[src/rtl/stream_fifo.sv]
// stream_fifo: synchronous FIFO on a valid/ready stream, DEPTH x WIDTH entries.
// Decouples a producer from a downstream consumer so that a stalled out_ready
// only back-pressures the producer once the buffer is full. Ordering is
// preserved and the current occupancy is reported.
//
// Ports:
//   clk        rising-edge clock
//   rst        asynchronous active-high reset; clears pointers, count, storage
//   in_data    upstream payload
//   in_valid   upstream beat present
//   in_ready   FIFO can accept a beat (registered state only, no path from out_ready)
//   out_data   payload at the head of the FIFO
//   out_valid  head entry valid
//   out_ready  downstream accepts the head entry
//   count      occupied entries, 0..DEPTH
module stream_fifo #(
  parameter int WIDTH = 32,
  parameter int DEPTH = 4
) (
  input  logic                       clk,
  input  logic                       rst,
  input  logic [WIDTH-1:0]           in_data,
  input  logic                       in_valid,
  output logic                       in_ready,
  output logic [WIDTH-1:0]           out_data,
  output logic                       out_valid,
  input  logic                       out_ready,
  output logic [$clog2(DEPTH):0]     count
);

  localparam int AW = $clog2(DEPTH);
  localparam int CW = AW + 1;
  localparam logic [CW-1:0] FULL_COUNT = CW'(DEPTH);

  if (DEPTH < 2 || (DEPTH & (DEPTH - 1)) != 0) begin : g_depth_check
    $error("stream_fifo: DEPTH must be a power of two and at least 2");
  end

  logic [WIDTH-1:0] mem [DEPTH];
  logic [AW-1:0]    wp;
  logic [AW-1:0]    rp;
  logic             push;
  logic             pop;

  // in_ready is forced low during reset so nothing is accepted while held.
  always_comb begin
    in_ready  = !rst && (count != FULL_COUNT);
    out_valid = (count != '0);
    out_data  = mem[rp];
    push      = in_valid && in_ready;
    pop       = out_valid && out_ready;
  end

  // Pointers wrap by natural overflow since DEPTH is a power of two.
  always_ff @(posedge clk or posedge rst) begin
    if (rst) begin
      wp    <= '0;
      rp    <= '0;
      count <= '0;
      mem   <= '{default: '0};
    end else begin
      if (push) begin
        mem[wp] <= in_data;
        wp      <= wp + 1'b1;
      end
      if (pop) begin
        rp <= rp + 1'b1;
      end
      case ({push, pop})
        2'b10:   count <= count + 1'b1;
        2'b01:   count <= count - 1'b1;
        default: count <= count;
      endcase
    end
  end

endmodule

[config.mk]
export PLATFORM = sky130hd
export DESIGN_NAME = stream_fifo
export DESIGN_NICKNAME = d
export VERILOG_FILES = /design/src/rtl/stream_fifo.sv
export SDC_FILE = /design/constraint.sdc
export NUM_CORES = 1
export LEC_CHECK = 0
export BUFFER_PORTS_ARGS = -buffer_cell sky130_fd_sc_hd__buf_2
export CAP_MARGIN = 20
export CORE_MARGIN = 4
export CORE_UTILIZATION = 45
export DETAILED_ROUTE_END_ITERATION = 7
export PLACE_DENSITY_LB_ADDON = 0.15
export SYNTH_ARGS = -nofsm -noshare
export SYNTH_HDL_FRONTEND = slang
export SYNTH_SLANG_ARGS = --single-unit
[constraint.sdc]
create_clock -name clk -period 5.8 [get_ports clk]
set_clock_uncertainty 0.15 [all_clocks]
set_input_delay 1.16 -clock clk [delete_from_list [all_inputs] [get_ports clk]]
set_output_delay 1.16 -clock clk [all_outputs]
set_load 0.005 [all_outputs]
==> results_dict.tcl <==
set metrics [dict create \
    maxSlewViolCount 0 \
    coreArea_um2 14000 \
    row_count 43 \
    drc 0 \
    synth_nets 393 \
    drt-total-wl_um 12900 \
    die_area_um2 16400 \
    cts_hold_buf 0 \
    cts_max_level 4 \
    cts_tree "yes" \
    yosysSeqAreaShare 0.521 \
    n_antenna_cell 0 \
    netlist_area_um2 6480 \
    ir_worst_vdd_mv 0.298 \
    wl_met3_um 604 \
    cts_setup_buffers 0 \
    grt_pass1_wl_um 21100 \
    grtUsageTotal 0.170 \
    ios 73 \
    synth_top_area_frac 0.521 \
    synth-compound-area-share 0.00154 \
    vias 3299 \
    max_cap_violations 0 \
    syn_inst 351 \
    dieWidth_um 128 \
    yosys.area.top_type "dfrtp_1" \
    dr.first_iter.drc_count 166 \
    drive_above_1_share 0.634 \
    synth_fa_ha_area_frac 0.0127 \
    die_y_um 128 \
    numCtsBuffers 17 \
    power_leakage_nw 3.44 \
    hold_slack_ps 353 \
    clk_path_buf_depth 2 \
    crit_required_ps 4490 \
    place_area_um2 6950 \
    worstHoldPathCells 1 \
    critPathKind "flop to output port" \
    routabilityCongestion 0.704 \
    crit_arrival_ps 2350 \
    r2r_cells 4 \
    final.setup.worst_slack_ps 2140 \
    tightest_slew_ps 901 \
    hold_path.class "flop to flop" \
    crit_fanout 20 \
    drt-pass1-iter-count 4 \
    synthSimpleGateAreaFrac 0.0193 \
    ant_nets 0 \
    muxShareOfSynthArea 0.407 \
    area_delta_synth_final_pct 16.3 \
    start_util 0.463 \
    synth-seq-cells 135 \
    finalCriticalPeriod_ps 3660 \
    fin_area_um2 7530 \
    fmax_ghz 0.273 \
    antenna_found_initial 1 \
    synth_cell_types 20 \
    rsz0062_at_grt "no" \
    final_hold_viol_count 0 \
    cts.sinks 135 \
    crit_path_start_kind "flop" \
    powerDensity_nw_per_um2 613 \
    endpoint_kind "output port" \
    cts_root_buf "clkbuf_16" \
    synth_xor_area_frac 0.00811 \
    wl_met2_um 6170 \
    viasPerCell 5.32 \
    total_power_mw 4.61 \
    clk_latency_ps 420 \
    setup_tns_ps 0 \
    dpl_worst_slack_ps 2470 \
    wl_per_cell_um 20.8 \
    path_clk_slew_ps 50 \
    cts_resized 0 \
    period_share 0.631 \
    grt.overflow.total 0 \
    setup_viol 0 \
    top_layer "met5" \
    io_buffers 72 \
    yosysWarnings 0 \
    status "finished, final reports clean" \
    max_slew_margin 0.400 \
    synth_top_family_by_area "multiplexers" \
    grt_max_degree 78 \
    yosys-top-cells-area "dfrtp_1 (52%), mux2_4 (28%), mux4_2 (11%)" \
    grt_pass1_vias 3730 \
    m1WireLength_um 6020 \
    nets 470 \
    hpwlAfterDp_um 7690 \
    avgSynthCellArea_um2 18.5 \
]
-- cell usage after synthesis --
cell type / instances
buf_2: 4
buf_6: 12
nor2_1: 2
mux2i_1: 1
xor2_1: 3
nor3_4: 4
nor3b_1: 1
ha_1: 5
o31a_2: 1
mux2_2: 9
nand2_1: 5
mux4_2: 32
mux2_4: 120
inv_1: 7
xnor2_1: 3
clkbuf_1: 4
dfrtp_1: 135
fa_1: 1
nor3b_4: 1
or3_2: 1
-- kinds of logic after synthesis --
group | after synthesis
and+or+nand+nor | 14
AOI/OAI and AO/OA | 1
xor gates and xnor gates | 6
DFF | 135
buffers and inverters | 27
muxes | 162
adders and majority gates | 6
-- routing by layer --
layer  up-vias  global-route usage
li1       1444                   -
met1      1770               0.230
met2        73               0.265
met3        10              0.0558
met4         2              0.0487
met5         -                   0
-- power by group --
part	internal (mW)	switching [mW]	total, mW	leakage (nW)
clock network	0.689	0.387	1.08	0.299
registers	1.42	0.360	1.78	1.62
logic	1.20	0.553	1.76	1.52
total	3.32	1.30	4.61	3.44
-- critical path, cell delays in order (launching register included) --
cell     delay, ps
dfrtp_2        700
buf_4          500
mux4_2         580
buf_2          140
-- stage by stage --
step / util / std cells
4_1_cts: 0.539 / 620
5_1_grt: 0.539 / 620
3_3_place_gp: 0.497 / 589
2_1_floorplan: - / 351
3_5_place_dp: 0.497 / 589
6_report: 0.539 / 620
-- state kept, by name, summed over array words and instances, names as in the netlist --
register,flops
rp,2
mem,128
wp,2
count,3
-- path summary, 6_finish.rpt --
kind	startpoint	to	slack, ps
setup / recovery	rp[0]	out_data[8]	2140
hold / removal	mem[18]	mem[18]	350
setup reg to reg	count[2]	mem[28]	3240
hold reg to reg	mem[18]	mem[18]	350
max in group asynchronous	rst	rp[1]	3450
min in group asynchronous	rst	mem[86]	800
-- placed cells by master, fill, tap and decap left out, drive strengths merged --
cell / synthesis / layout
buf: 16 / 78
bufinv: 0 / 3
clkbuf: 4 / 20
clkinv: 0 / 8
dfrtp: 135 / 135
fa: 1 / 1
ha: 5 / 5
inv: 7 / 7
mux2: 129 / 129
mux2i: 1 / 1
mux4: 32 / 32
nand2: 5 / 5
nor2: 2 / 2
nor3: 4 / 4
nor3b: 2 / 2
o31a: 1 / 1
or3: 1 / 1
xnor2: 3 / 3
xor2: 3 / 3
-- area by class of cell --
class | count | area, um^2
Clock buffer | 20 | 457
Multi-Input combinational cell | 189 | 2900
Fill cell | 1160 | 6450
Inverter | 7 | 31.3
Clock inverter | 11 | 130
Timing Repair Buffer | 78 | 405
Sequential cell | 135 | 3380
Tap cell | 180 | 225
Power figures use the tool's default switching activity.
